File: src/rtl/core_pkg.sv
// Shared core definitions: opcode map, branch-select codes, fetch FSM states.
// Latency: none (types and constants only).
// Backpressure: none.
package core_pkg;

  // 4-bit opcode field, top bits of every 9-bit instruction
  typedef enum logic [3:0] {
    OP_ADD  = 4'b0000,
    OP_SUB  = 4'b0001,
    OP_AND  = 4'b0010,
    OP_OR   = 4'b0011,
    OP_XOR  = 4'b0100,
    OP_SLL  = 4'b0101,
    OP_SRL  = 4'b0110,
    OP_LW   = 4'b0111,
    OP_SW   = 4'b1000,
    OP_LI   = 4'b1001,
    OP_MOV  = 4'b1010,
    OP_CMP  = 4'b1011,
    OP_BE   = 4'b1100,
    OP_BNE  = 4'b1101,
    OP_NOP  = 4'b1110,
    OP_JUMP = 4'b1111
  } opcode_e;

  // Branch-select (MUX7) codes from the control unit; code 3 is reserved
  localparam logic [1:0] BR_EQ  = 2'd0;
  localparam logic [1:0] BR_NE  = 2'd1;
  localparam logic [1:0] BR_JMP = 2'd2;

  typedef enum logic [1:0] {
    IDLE = 2'd0,
    RUN  = 2'd1,
    DONE = 2'd2
  } fetch_state_e;

  // Saturating 16-bit increment used by the instruction counter
  function automatic logic [15:0] sat_inc16(input logic [15:0] v);
    return (v == 16'hFFFF) ? v : v + 16'd1;
  endfunction

endpackage

File: src/rtl/fetch_branch_resolve.sv
// Branch resolution: decides taken/not-taken, next PC and the halt condition.
// Latency: purely combinational, same cycle as the issuing instruction.
// Backpressure: none; result is consumed at the edge ending the cycle.
module fetch_branch_resolve
  import core_pkg::*;
#(
  parameter int PC_W = 10
) (
  input  logic            branch,
  input  logic [1:0]      branch_sel,
  input  logic            eq_flag,
  input  logic [PC_W-1:0] target,
  input  logic [PC_W-1:0] pc,
  output logic [PC_W-1:0] next_pc,
  output logic            halt
);

  logic taken;

  // Taken decision; the reserved select never branches
  always_comb begin
    taken = 1'b0;
    if (branch) begin
      case (branch_sel)
        BR_EQ:   taken = eq_flag;
        BR_NE:   taken = !eq_flag;
        BR_JMP:  taken = 1'b1;
        default: taken = 1'b0;
      endcase
    end
  end

  // Next PC (sequential wraps naturally at 2^PC_W); a taken branch to itself is a halt
  always_comb begin
    next_pc = taken ? target : pc + PC_W'(1);
    halt    = taken && (target == pc);
  end

endmodule

File: src/rtl/fetch_unit.sv
// Instruction fetch: owns the PC, splits the instruction, runs start/done handshake.
// Latency: opcode/operand combinational from imem_data; PC updates each RUN edge.
// Backpressure: none; one instruction per RUN cycle. FETCH_CYCLE_COUNT_EN enables cycle_count.
module fetch_unit
  import core_pkg::*;
#(
  parameter int PC_W       = 10,
  parameter int INSTR_W    = 9,
  parameter int START_ADDR = 0
) (
  input  logic               clk,
  input  logic               reset,
  input  logic               start,
  output logic [PC_W-1:0]    imem_addr,
  input  logic [INSTR_W-1:0] imem_data,
  output logic [3:0]         opcode,
  output logic [INSTR_W-5:0] operand,
  output logic               instr_valid,
  input  logic               branch,
  input  logic [1:0]         branch_sel,
  input  logic               eq_flag,
  input  logic [PC_W-1:0]    target,
  output logic [PC_W-1:0]    pc,
  output logic               done,
  output logic [15:0]        cycle_count
);

  localparam logic [PC_W-1:0] START_PC = PC_W'(START_ADDR);

  fetch_state_e    state_q, state_d;
  logic [PC_W-1:0] pc_q, pc_d;
  logic [PC_W-1:0] br_next_pc;
  logic            br_halt;

  fetch_branch_resolve #(
    .PC_W(PC_W)
  ) u_resolve (
    .branch    (branch),
    .branch_sel(branch_sel),
    .eq_flag   (eq_flag),
    .target    (target),
    .pc        (pc_q),
    .next_pc   (br_next_pc),
    .halt      (br_halt)
  );

  // Next state and PC; branch inputs only matter while running
  always_comb begin
    state_d = state_q;
    pc_d    = pc_q;
    case (state_q)
      IDLE: begin
        pc_d = START_PC;
        if (start) state_d = RUN;
      end
      RUN: begin
        pc_d = br_next_pc;
        if (br_halt) state_d = DONE;
      end
      DONE: begin
        if (start) begin
          state_d = RUN;
          pc_d    = START_PC;
        end
      end
      default: begin
        state_d = IDLE;
        pc_d    = START_PC;
      end
    endcase
  end

  // State and PC registers
  always_ff @(posedge clk) begin
    if (reset) begin
      state_q <= IDLE;
      pc_q    <= START_PC;
    end else begin
      state_q <= state_d;
      pc_q    <= pc_d;
    end
  end

`ifdef FETCH_CYCLE_COUNT_EN
  logic [15:0] cnt_q, cnt_d;

  // Count every RUN edge (saturating), hold in DONE, clear on (re)start
  always_comb begin
    cnt_d = cnt_q;
    if (state_q == RUN) begin
      cnt_d = sat_inc16(cnt_q);
    end else if (start) begin
      cnt_d = '0;
    end
  end

  // Counter register
  always_ff @(posedge clk) begin
    if (reset) cnt_q <= '0;
    else       cnt_q <= cnt_d;
  end

  assign cycle_count = cnt_q;
`else
  assign cycle_count = '0;
`endif

  assign imem_addr   = pc_q;
  assign pc          = pc_q;
  assign instr_valid = (state_q == RUN);
  assign done        = (state_q == DONE);
  assign opcode      = imem_data[INSTR_W-1 -: 4];
  assign operand     = imem_data[INSTR_W-5:0];

endmodule

File: config.mk
export PLATFORM = sky130hd
export DESIGN_NAME = fetch_unit
export DESIGN_NICKNAME = d
export VERILOG_FILES = /design/src/rtl/core_pkg.sv /design/src/rtl/fetch_branch_resolve.sv /design/src/rtl/fetch_unit.sv
export SDC_FILE = /design/constraint.sdc
export NUM_CORES = 1
export LEC_CHECK = 0
export CAP_MARGIN = 15
export CORE_ASPECT_RATIO = 0.7
export CORE_MARGIN = 10
export CORE_UTILIZATION = 39
export CTS_BUF_LIST = sky130_fd_sc_hd__clkbuf_16
export DETAILED_ROUTE_END_ITERATION = 8
export GPL_ROUTABILITY_DRIVEN = 0
export GPL_TIMING_DRIVEN = 0
export PLACE_DENSITY = 0.82
export SLEW_MARGIN = 15
export SYNTH_ARGS = -nofsm -noshare
export SYNTH_HDL_FRONTEND = slang
export SYNTH_HIERARCHICAL = 1
export SYNTH_SLANG_ARGS = --single-unit
File: constraint.sdc
create_clock -name clk -period 2 [get_ports clk]
set_input_delay 0.4 -clock clk [delete_from_list [all_inputs] [get_ports clk]]
set_output_delay 0.4 -clock clk [all_outputs]
set_load 0.01 [all_outputs]
After elaboration in Yosys (flattened, before gate mapping)

Cells that the tools add are included.

Register bits after elaboration: 12
Output and inout bits: 47
Word-level logic and storage cells: 25

$add $sub $neg: 1
Eq/ne operators: 8
Muxes and demuxes: 8
Reduce and logical (&&, ||, !) cells: 6

Operator list:

| cell                    | count |
|---|---|
| $mux W10                | 2 |
| $pmux W10 S2            | 1 |
| $add A10 B1 Y10 const B | 1 |
| $eq A10 B10 Y1          | 1 |
| $eq A2 B1 Y1 const B    | 2 |
| $eq A2 B2 Y1 const B    | 2 |
| $logic_not A2 Y1        | 2 |
| $mux W2                 | 2 |
| $ne A2 B1 Y1 const B    | 2 |
| $pmux W2 S2             | 1 |
| $pmux W1 S3             | 1 |
| $ne A2 B2 Y1 const B    | 1 |
| $reduce_and A2 Y1       | 1 |
| $reduce_or A2 Y1        | 1 |
| $logic_and A1 B1 Y1     | 1 |
| $logic_not A1 Y1        | 1 |
| $mux W1                 | 1 |

Depth between registers and ports, before layout

Gate-level depths: netlist of the first run.

Depth after elaboration: 6
Mapped depth: 7
Depth with buffers taken out: 6

Cells and area by module

Netlist of the first run, hierarchy kept.

By module, submodules not included:

| module               | times used | cells an instance | area an instance (µm²) | sequential area each (µm²) |
|---|---|---|---|---|
| fetch_unit           | 1          | 92                | 833.3                  | 240.2 |
| fetch_branch_resolve | 1          | 60                | 456.7                  | 0.0 |

Worst setup path after synthesis of the first run

OpenSTA, ideal clock, no wires.

Path kind: input to register
Start: input branch_sel[1]
End: register state_q[0]
Setup time: 0.116 ns
Arrival time: 1.684 ns
Path slack: 0.200 ns
Stages: 7
Path buffers: 2
Cell sequence: or3b_1 > clkbuf_2 > a21o_1 > buf_6 > nor4_4 > or3b_1 > a21oi_1

Cells in the longest elaborated chain, start to end: 6
Elaborated cells on any way between the ends: 8
Those cells by class: 3 x eq/ne; 2 x mux; 3 x reduce/logical

Ends and longest elaborated chain:

| what                                   | RTL line                   | RTL |
|---|---|---|
| start: declaration                     | fetch_unit.sv:20           | `input logic [1:0] branch_sel,` |
| $eq A2 B2 Y1 (tied with other cells)   | fetch_branch_resolve.sv:24 | `case (branch_sel)` |
| $pmux W1 S3 (*)                        | fetch_branch_resolve.sv:24 |  |
| $mux W1 (*)                            | fetch_branch_resolve.sv:23 | `if (branch) begin` |
| $logic_and A1 B1 Y1 (*)                | fetch_branch_resolve.sv:36 | `halt = taken && (target == pc);` |
| named net br_halt                      | fetch_unit.sv:33           | `logic br_halt;` |
| $ne A2 B1 Y1 (no source line) (*)      | -                          |  |
| $reduce_and A2 Y1 (no source line) (*) | -                          |  |
| end signal: assignment                 | fetch_unit.sv:79           | `state_q <= state_d;` |
| end: declaration                       | fetch_unit.sv:30           | `fetch_state_e state_q, state_d;` |

Mark *: on every way through the listed nets, which the timed path passes. The rest lies on a longest branch.
A chain may end at the register's enable or synchronous reset.

Worst setup path in the final report of the first run

Start: input branch_sel[1]
End: register pc_q[2], in the netlist imem_addr[2]

Cells in the longest elaborated chain, start to end: 5
Elaborated cells on any way between the ends: 7
Those cells by class: 2 x eq/ne; 4 x mux; 1 x reduce/logical

Ends and longest elaborated chain:

| what                                 | RTL line                   | RTL |
|---|---|---|
| $eq A2 B2 Y1 (tied with other cells) | fetch_branch_resolve.sv:24 |  |
| $pmux W1 S3 (*)                      | fetch_branch_resolve.sv:24 |  |
| $mux W1 (*)                          | fetch_branch_resolve.sv:23 |  |
| $mux W10 (*)                         | fetch_branch_resolve.sv:35 | `next_pc = taken ? target : pc + PC_W'(1);` |
| named net br_next_pc[2]              | fetch_unit.sv:32           | `logic [PC_W-1:0] br_next_pc;` |
| $pmux W10 S2 (*)                     | fetch_unit.sv:51           | `case (state_q)` |
| end signal: assignment               | fetch_unit.sv:80           | `pc_q <= pc_d;` |
| end: declaration                     | fetch_unit.sv:31           | `logic [PC_W-1:0] pc_q, pc_d;` |

Marked as above.

==> run metrics, run 1 <==
Synth Instances=152; Worst setup SP type=primary input; hold-critical path endpoint=imem_addr[2]; DP Area=approximately 1900 µm²; DRC viols=0; Syn Area/Cell=8.49 µm²; DRT Pass-1 Iters=4; CTS buffer count=3; Hold-fix buffers, CTS=0; min-delay src=imem_addr[2]; crit-path max FO=10; Max Buffers Root-to-Sink=2; Distinct cells, synth=32; Max VDD drop=319 µV; vias=1,278; Worst-path clk slew=about 0.04 ns; IO Port Bufs=47; total track usage=0.128; H-tree depth=1; clk_skew=0.000734 ns; largest net degree at the start of global routing=11; CORE AREA=3170 µm²; die width=between 80 and 90 µm; row cnt=17; Clock Latency Late Sink=~0.24 ns; initial detailed-routing violation count=50; Worst R2R End=imem_addr[9]; Top-Level Pins=73; clk sinks=12; post-place setup slack=-0.367 ns; initial antenna violation count=0; Hold Path Class=register to register; die area=6040 µm²; die height=between 60 and 70 µm; Routed Antenna Nets=0; wire per inst=between 15 and 20 µm; Final Power=just under 0.9 mW; share of layout cells above drive strength 1=0.264; Post-DP HPWL=3.09 mm; drt via density=4.95; Register-to-Register Path Depth=6; minimum clock period=approximately 1.9 ns; first-pass GRT wire length=approximately 6.1 mm; ANT cells=0; worst reg2reg setup slack=approximately 0.11 ns; Final Setup Violations=0; post-placement cell count=between 200 and 300; Final Cycle Share=0.974; CTS tree=done; Yosys warnings=6; WP data required=around 2.1 ns; endpoint class of the critical path=register; slack of the critical path=roughly 0.052 ns; register area share after synthesis=0.186; Sum Neg Setup Slack=0 ns; leakage=0.790 nW; hold path depth=2; vias in the first global route=between 1,000 and 1,500; grt total ovfl=0; #FFs+latches synth=12; Starting Density=0.407; CP arrival=2.06 ns; maximum clock frequency=~0.51 GHz; critical register-to-register path startpoint=imem_addr[2]; Cell Area, Synth=about 1300 µm²; Post-Layout Cell Count=roughly 260; Final #Nets=roughly 250; DRT Wirelength=between 4 and 5 mm; area grow syn2layout=53.9%; Root Buffer=clkbuf_16; P per Cell Area=approximately 450 nW/µm²; final hold violation count=0; outcome=finished, final reports clean; critical path class=primary input to register; final instance area=between 1500 and 2000 µm²; Max Cap Viol=0; Slew Viols, Final=0
## placed cells by master, fill, tap and decap left out, drive strengths merged
cell	synthesis	layout
or3	3	3
nand4bb	10	10
a21o	1	1
xnor2	12	12
clkinv	0	1
o31ai	2	2
nand2b	1	1
o21bai	1	1
nand3b	11	11
nand4	3	3
o21ai	3	3
or3b	3	3
nor2b	2	2
a21oi	13	13
xor2	1	1
nand2	3	3
inv	2	2
mux2	4	4
or4	2	2
buf	40	44
a31oi	5	5
dlygate4sd2	0	2
clkbuf	4	5
dlymetal6s2s	0	1
clkdlybuf4s50	0	44
a211oi	6	6
nand3	5	5
conb	1	16
dfxtp	12	12
nor4	1	1
ha	1	1
## worst max-delay path, stage by stage
cell and delay [ns]:
clkdlybuf4s50_1 0.46, or3b_4 0.40, a21o_1 0.19, buf_6 0.15
mux2_4 0.30, nand3b_1 0.09, a21oi_1 0.06
## cell type report
cell class              instances  area (µm²)
plain buffers                  43         320
clock inverters                 1        3.75
well taps                      38        47.5
clock buffers                   3        75.1
fillers                       291        1180
multi-input cells             109         793
flip-flops and latches         12         245
repair buffers                 50         493
inverters                       2        7.51
## cell families (layout without fill, tap and decap cells)
group	Yosys count	in the layout	share of synthesized area
other	1	16	0.00291
muxes	4	4	0.0436
and+or+nand+nor	44	44	0.272
adders and majority gates	1	1	0.00970
buffers and inverters	46	99	0.253
DFF	12	12	0.186
AOI/OAI and AO/OA	31	31	0.145
xor gates and xnor gates	13	13	0.0883
## how the worst max path moves through the flow
stage	from	end	slack [ns]	depth (start not counted)
CTS	branch_sel[0]	imem_addr[2]	0.005	7
detailed placement	branch_sel[0]	state_q[1]	-0.37	8
floorplan	branch_sel[1]	state_q[0]	0.20	7
global placement	branch_sel[0]	state_q[0]	-0.38	8
finish	branch_sel[1]	imem_addr[2]	0.05	7
global route	imem_addr[2]	imem_addr[9]	-0.02	6
## registers in the layout, indices dropped and copies added, names as in the netlist
register / flops
imem_addr: 10
state_q: 2
## report_power, final
| part | leakage [nW] | switching [mW] | internal, mW |
|---|---|---|---|
| combinational | 0.653 | 0.102 | 0.150 |
| clock | 0.0385 | 0.106 | 0.263 |
| sequential | 0.0990 | 0.0152 | 0.248 |
| total | 0.790 | 0.224 | 0.661 |
## synthesized netlist by cell type
cell / count / area share
a211oi_1: 6 / 0.035
a21o_1: 1 / 0.0058
a21oi_1: 13 / 0.050
a31oi_1: 5 / 0.024
buf_1: 1 / 0.0029
buf_2: 1 / 0.0039
buf_4: 36 / 0.21
buf_6: 2 / 0.017
clkbuf_1: 2 / 0.0058
clkbuf_2: 2 / 0.0078
conb_1: 1 / 0.0029
dfxtp_1: 12 / 0.19
ha_1: 1 / 0.0097
inv_1: 2 / 0.0058
mux2_2: 1 / 0.0087
mux2_4: 3 / 0.035
nand2_1: 3 / 0.0087
nand2b_1: 1 / 0.0049
nand3_1: 5 / 0.019
nand3b_1: 11 / 0.064
nand4_1: 3 / 0.015
nand4bb_1: 10 / 0.087
nor2b_1: 2 / 0.0097
nor4_4: 1 / 0.016
o21ai_0: 3 / 0.012
o21bai_1: 1 / 0.0058
o31ai_1: 2 / 0.012
or3_1: 3 / 0.015
or3b_1: 3 / 0.020
or4_1: 2 / 0.012
xnor2_1: 12 / 0.081
xor2_1: 1 / 0.0068
## stage by stage
| step | utilization | hold WS [ns] |
|---|---|---|
| floorplan | - | 0.469 |
| global placement | 0.588 | 0.521 |
| detailed placement | 0.588 | 0.525 |
| CTS | 0.614 | 0.537 |
| global route | 0.627 | 0.559 |
| finish | 0.627 | 0.538 |
## what timing repair did
action / 4_1_cts / 5_1_grt
endpoints found under the setup margin: 7 / 7
pin swaps: 1 / 3
buffers inserted: 0 / 3
resized for setup: 8 / 6
## layer usage
metal,global-route usage,share of wire,up-vias
met5,0,0,-
met4,0.0120,0,0
met3,0.0546,0.098,0
met2,0.201,0.48,54
met1,0.164,0.42,584
li1,-,-,640
Note: power is estimated with default switching activity, not from simulation.
==> inputs of run 2 (changes only) <==
--- a/config.mk
+++ b/config.mk
@@ -8,14 +8,13 @@
 export CAP_MARGIN = 15
 export CORE_ASPECT_RATIO = 0.7
 export CORE_MARGIN = 10
-export CORE_UTILIZATION = 39
+export CORE_UTILIZATION = 38
 export CTS_BUF_LIST = sky130_fd_sc_hd__clkbuf_16
 export DETAILED_ROUTE_END_ITERATION = 8
 export GPL_ROUTABILITY_DRIVEN = 0
 export GPL_TIMING_DRIVEN = 0
-export PLACE_DENSITY = 0.82
+export PLACE_DENSITY = 0.83
 export SLEW_MARGIN = 15
 export SYNTH_ARGS = -nofsm -noshare
 export SYNTH_HDL_FRONTEND = slang
-export SYNTH_HIERARCHICAL = 1
 export SYNTH_SLANG_ARGS = --single-unit
==> run 2 against run 1 <==
  * Routed wire length fell by 11%
  * Synthesized area fell by 6.0%
  * Utilization fell by 2.9 points
  * Worst hold slack worse by 0.0063 ns
  * Cell count shrank 3.5%
  * Largest cell class unchanged
  * Non-clock buffer count is 7 lower
  * Via count fell by 4.3%
  * Sequential cell count unchanged
  * First-iteration DRC count grew 120%
  * Cell area down 6.6%
  * Clock-buffer cell count did not move
==> run metrics, run 2 <==
DRT Wirelength=3.62 mm (-11%); Starting Density=0.390 (-0.0166); RSZ-0062 raised after global routing=no; area grow syn2layout=52.9%; vias in the first global route=1,136 (-5.9%); Sum Neg Setup Slack=0 ns (unchanged); Register-to-Register Path Depth=5 (-1); endpoint class of the critical path=register; grt total ovfl=0 (unchanged); wire per inst=14.5 µm (-7.7%); row cnt=17 (unchanged); Final Setup Violations=0 (unchanged); count leader, synth=buf_4; CTS tree=done; vias=1,223 (-4.3%); post-place setup slack=-0.173 ns (+0.194 ns); max_slew headroom=0.652; commonest non-fill, non-tap cell in the layout=clkdlybuf4s50_1; H-tree depth=1 (unchanged); Async SR Flop Fraction=0 (unchanged); ANT cells=0 (unchanged); Final Cycle Share=0.935 (-0.0392); Synth Instances=147 (-3.3%); Max Buffers Root-to-Sink=2 (unchanged); initial detailed-routing violation count=111 (+120%); Clock Latency Late Sink=0.24 ns (about the same); final instance area=1850 µm² (-6.6%); outcome=finished, final reports clean; Routed Antenna Nets=0 (unchanged); Worst setup SP type=primary input; hold-critical path endpoint=state_q[0]; Final Power=0.888 mW (+0.42%); Post-DP HPWL=2.95 mm (-4.3%); first-pass GRT wire length=5.66 mm (-7.3%); WHS=0.531 ns (-0.00633 ns); Syn Area/Cell=8.25 µm² (-2.8%); Max Cap Viol=0 (unchanged); critical path class=primary input to register; P per Cell Area=479 nW/µm² (+7.5%); CORE AREA=3110 µm² (-2.0%); post-synth top area share=0.217 (+0.00721); min-delay src=state_q[0]; synth cell count leaders=buf_4 (35), dfxtp_1 (12), inv_1 (10), nand4_1 (10), xnor2_1 (10); Post-Layout Cell Count=249 (-3.5%); minimum clock period=1.87 ns (-0.0785 ns); die area=5890 µm² (-2.6%); crit-path max FO=10 (unchanged); register area share after synthesis=0.198 (+0.0119); Hold Path Class=register to register; total track usage=0.118 (-0.00956); CTS buffer count=3 (unchanged); largest net degree at the start of global routing=11 (unchanged); max FFs per register=10 (unchanged); DRT Pass-1 Iters=4 (unchanged); Top-Level Pins=73 (unchanged); post-placement cell count=245 (-2.8%); die width=87.5 µm (-1.4%); Util after Layout=0.597 (-0.0294); Slew Viols, Final=0 (unchanged); Final #Nets=239 (-3.6%); slack of the critical path=0.131 ns (+0.0785 ns); share of layout cells above drive strength 1=0.265 (+0.00177); drt via density=4.91 (-0.84%); register area=241 µm² (-1.5%); #FFs+latches synth=12 (unchanged); critical register-to-register path startpoint=imem_addr[1]; Cell Area, Synth=1210 µm² (-6.0%); hold path depth=1 (-1); DRC viols=0 (unchanged); Distinct cells, synth=45 (+41%); Worst Tran Pin Value=roughly 0.52 ns; most frequent cells in the layout=clkdlybuf4s50_1 (44), buf_4 (35), conb_1 (16), dfxtp_1 (11); die height=67.3 µm (-1.3%); DP Area=1770 µm² (-5.2%); leakage=0.761 nW (-3.7%); WP data required=2.10 ns (about the same); Root Buffer=clkbuf_16; Worst R2R End=imem_addr[6]; clk sinks=12 (unchanged); maximum clock frequency=0.535 GHz (+4.2%); largest cells by area after synthesis=buf_4 (22%), dfxtp_1 (20%), xnor2_1 (7.2%); worst reg2reg setup slack=0.14 ns (+0.03 ns); IO Port Bufs=45 (-4.3%); Worst-path clk slew=0.05 ns (about the same); CP arrival=1.97 ns (-0.09 ns); fill cell count=279 (-4.1%); number of enable flip-flop cells after synthesis=0 (unchanged); final hold violation count=0 (unchanged); initial antenna violation count=0 (unchanged); cell taking the most area after synthesis=buf_4; Max VDD drop=352 µV (+11%); Multi-input gate area=673 µm² (-15%); clk_skew=0.00249 ns (+0.00175 ns); ys flop type=dfxtp_1; Yosys warnings=0 (-6)
## run 2: cell types whose count changed after synthesis, sizes merged, moves of 3 or more
cell | before | now
a21oi | 13 | 2
o22ai | 0 | 4
nand4bb | 10 | 0
o32ai | 0 | 3
nand3b | 11 | 0
clkbuf | 4 | 1
inv | 2 | 12
nor2 | 0 | 4
a211oi | 6 | 2
a31oi | 5 | 9
o31a | 0 | 3
nand4 | 3 | 10
mux2 | 4 | 0
mux2i | 0 | 3
## run 2: layer usage
layer,vias to the layer above,track usage,routed length (µm)
met5,-,0,0
met4,0,0.0238,25
met3,2,0.0553,464
met2,71,0.193,1680
met1,542,0.140,1450
li1,608,-,-
## run 2: how the worst max path moves through the flow
stage             startpoint  slack [ns]  cells after the start      endpoint
2_1_floorplan   imem_addr[0]        0.25                      5  imem_addr[6]
3_3_place_gp           start       -0.21                      5  imem_addr[9]
3_5_place_dp   branch_sel[1]       -0.17                      5    state_q[0]
4_1_cts        branch_sel[1]        0.06                      5    state_q[0]
5_1_grt        branch_sel[0]        0.03                      7  imem_addr[2]
6_report       branch_sel[0]        0.13                      7  imem_addr[2]
## run 2: area by class of cell
| class | instances | share of cell area |
|---|---|---|
| well taps | 38 | 0.0256 |
| clock buffers | 3 | 0.0405 |
| plain buffers | 41 | 0.172 |
| multi-input cells | 97 | 0.363 |
| clock inverters | 1 | 0.00202 |
| inverters | 12 | 0.0243 |
| repair buffers | 45 | 0.242 |
| flip-flops and latches | 12 | 0.130 |
## run 2: critical path: stages
cell and delay, ns:
clkdlybuf4s50_1 0.45, or3_1 0.40, buf_6 0.15, nand3_4 0.11, buf_8 0.15, mux2i_1 0.20
o32ai_1 0.11
## run 2: timing repair
item | CTS | global route
cloned | 0 | 0
hold endpoints to repair | 0 | 0
gates resized for setup | 2 | 3
endpoints found under the setup margin | 1 | 8
buffers inserted | 0 | 0
hold buffers | 0 | 0
## run 2: kinds of logic (layout without fill, tap and decap cells)
logic type	after synthesis	count (layout)	synth area share
fa+ha+maj	1	1	0.0103
other cells	1	16	0.00309
mux	3	3	0.0248
buf+inv	53	102	0.300
xor+xnor	10	10	0.0722
simple gates	36	36	0.207
compound gates	31	31	0.184
flops	12	12	0.198
## run 2: report_power, final
group          switching (mW)  internal [mW]  leakage (nW)  total, mW
clock                   0.106          0.263        0.0385      0.369
sequential             0.0138          0.248        0.0978      0.262
combinational           0.114          0.143         0.625      0.257
total                   0.234          0.655         0.761      0.888
==> inputs of run 3 (changes only) <==
--- a/config.mk
+++ b/config.mk
@@ -10,6 +10,7 @@
 export CORE_MARGIN = 10
 export CORE_UTILIZATION = 38
 export CTS_BUF_LIST = sky130_fd_sc_hd__clkbuf_16
+export CTS_CLUSTER_DIAMETER = 150
 export DETAILED_ROUTE_END_ITERATION = 8
 export GPL_ROUTABILITY_DRIVEN = 0
 export GPL_TIMING_DRIVEN = 0
==> constraint.sdc (replaced) <==
create_clock -name clk -period 2.1 [get_ports clk]
set_input_delay 0.42 -clock clk [delete_from_list [all_inputs] [get_ports clk]]
set_output_delay 0.42 -clock clk [all_outputs]
set_load 0.01 [all_outputs]
==> run 3 against run 2 <==
  * Sequential cell count stayed put
  * Global-route usage stayed put
  * Critical endpoint is now state_q[0]
  * Die area stayed put
  * Cell count stayed put
  * Register-to-register slack better by 0.07 ns
  * Cell area hardly changed
  * Clock-buffer cell count stayed put
  * Largest power group unchanged
  * Critical path depth is 2 lower
  * Utilization hardly changed
==> run metrics, run 3 (synthesis results as in run 2) <==
share of layout cells above drive strength 1=0.256 (-0.00948); die height=67.3 µm (unchanged); CP arrival=2.09 ns (+0.12 ns); Final Power=0.846 mW (-4.8%); Final Cycle Share=0.946; Clock Latency Late Sink=0.24 ns (about the same); die area=5890 µm² (unchanged); minimum clock period=between 1.5 and 2 ns; post-place setup slack=-0.0926 ns (+0.0800 ns); outcome=finished, final reports clean; clk sinks=12 (unchanged); final hold violation count=0 (unchanged); Worst-path clk slew=0.04 ns (about the same); final instance area=1850 µm² (about the same); Final #Nets=239 (unchanged); row cnt=17 (unchanged); DRT Pass-1 Iters=4 (unchanged); WP data required=2.21 ns (+0.11 ns); Starting Density=0.390 (unchanged); vias=1,225 (+0.16%); most frequent cells in the layout=clkdlybuf4s50_1 (44), buf_4 (35), conb_1 (16), dfxtp_1 (12); clk_skew=0.00203 ns (-0.000453 ns); area grow syn2layout=52.8% (about the same); first-pass GRT wire length=5.66 mm (unchanged); Worst Tran Pin Value=0.636 ns (+0.115 ns); initial antenna violation count=0 (unchanged); P per Cell Area=457 nW/µm² (-4.7%); leakage=0.770 nW (+1.2%); Max Cap Viol=0 (unchanged); DRT Wirelength=3.62 mm (-0.17%); grt total ovfl=0 (unchanged); Routed Antenna Nets=0 (unchanged); initial detailed-routing violation count=114 (+2.7%); Post-DP HPWL=2.95 mm (unchanged); setup bufs post-CTS=0 (unchanged); RSZ-0062 raised after global routing=no; Register-to-Register Path Depth=5 (unchanged); slack of the critical path=0.113 ns (-0.0178 ns); largest net degree at the start of global routing=11 (unchanged); endpoint class of the critical path=register; wire per inst=14.5 µm (-0.17%); commonest non-fill, non-tap cell in the layout=clkdlybuf4s50_1; Hold Path Class=register to register; CORE AREA=3110 µm² (unchanged); drt via density=4.92 (+0.16%); max_slew headroom=0.573 (-0.0783); Max VDD drop=336 µV (-4.6%); critical path class=primary input to register; IO Port Bufs=45 (unchanged); H-tree depth=1 (unchanged); Root Buffer=clkbuf_16; crit-path max FO=7 (-3); ANT cells=0 (unchanged); WHS=0.527 ns (-0.00470 ns); Slew Viols, Final=0 (unchanged); max FFs per register=10 (unchanged); Final Setup Violations=0 (unchanged); maximum clock frequency=~0.50 GHz; Worst setup SP type=primary input; CTS tree=done; total track usage=0.118 (unchanged); vias in the first global route=1,136 (unchanged); CTS buffer count=3 (unchanged); die width=87.5 µm (unchanged); DP Area=1770 µm² (unchanged); DRC viols=0 (unchanged); hold path depth=1 (unchanged); Max Buffers Root-to-Sink=2 (unchanged); Hold-fix buffers, CTS=0 (unchanged); Top-Level Pins=73 (unchanged)
==> run 3: layout make-up <==
| type | count | area, µm² |
|---|---|---|
| fill | 279 | 1250 |
| buffer | 41 | 319 |
| timing repair buffer | 45 | 453 |
| tap | 38 | 47.5 |
| inverter | 12 | 45.0 |
| clock buffer | 3 | 75.1 |
| clock inverter | 1 | 3.75 |
| sequential | 12 | 240 |
| multi-input combinational | 97 | 669 |
==> run 3: final timing paths <==
path                  endpoint          start  slack (ns)
hold / removal      state_q[0]     state_q[0]        0.53
setup reg to reg  imem_addr[6]   imem_addr[0]        0.21
setup / recovery    state_q[0]  branch_sel[1]        0.11
hold reg to reg     state_q[0]     state_q[0]        0.53
==> run 3: routing by layer <==
metal	share of wire	up-vias	track usage
met5	0	-	0
met4	0.0069	0	0.0238
met3	0.12	2	0.0553
met2	0.47	62	0.193
met1	0.41	550	0.140
li1	-	611	-
==> run 3: power breakdown <==
group / internal (mW) / switching (mW)
clock: 0.251 / 0.101
sequential: 0.236 / 0.0130
combinational: 0.136 / 0.108
==> run 3: repair_timing <==
item	CTS	global route
resized for setup	1	2
endpoints found under the setup margin	1	4
hold endpoints to repair	0	0
==> run 3: per-stage QoR <==
stage / std cells / utilization / setup TNS (ns)
final: 249 / 0.597 / 0
after global routing: 249 / 0.597 / 0
after CTS: 249 / 0.594 / 0
after detailed placement: 245 / 0.569 / -0.494
after global placement: 245 / 0.569 / -0.506
after floorplan: 162 / - / 0
==> run 3: critical path: stages <==
cell and delay [ns]:
clkdlybuf4s50_1 0.45, o21ai_1 0.54, nand3_4 0.18, nor4_2 0.36
o32ai_1 0.14
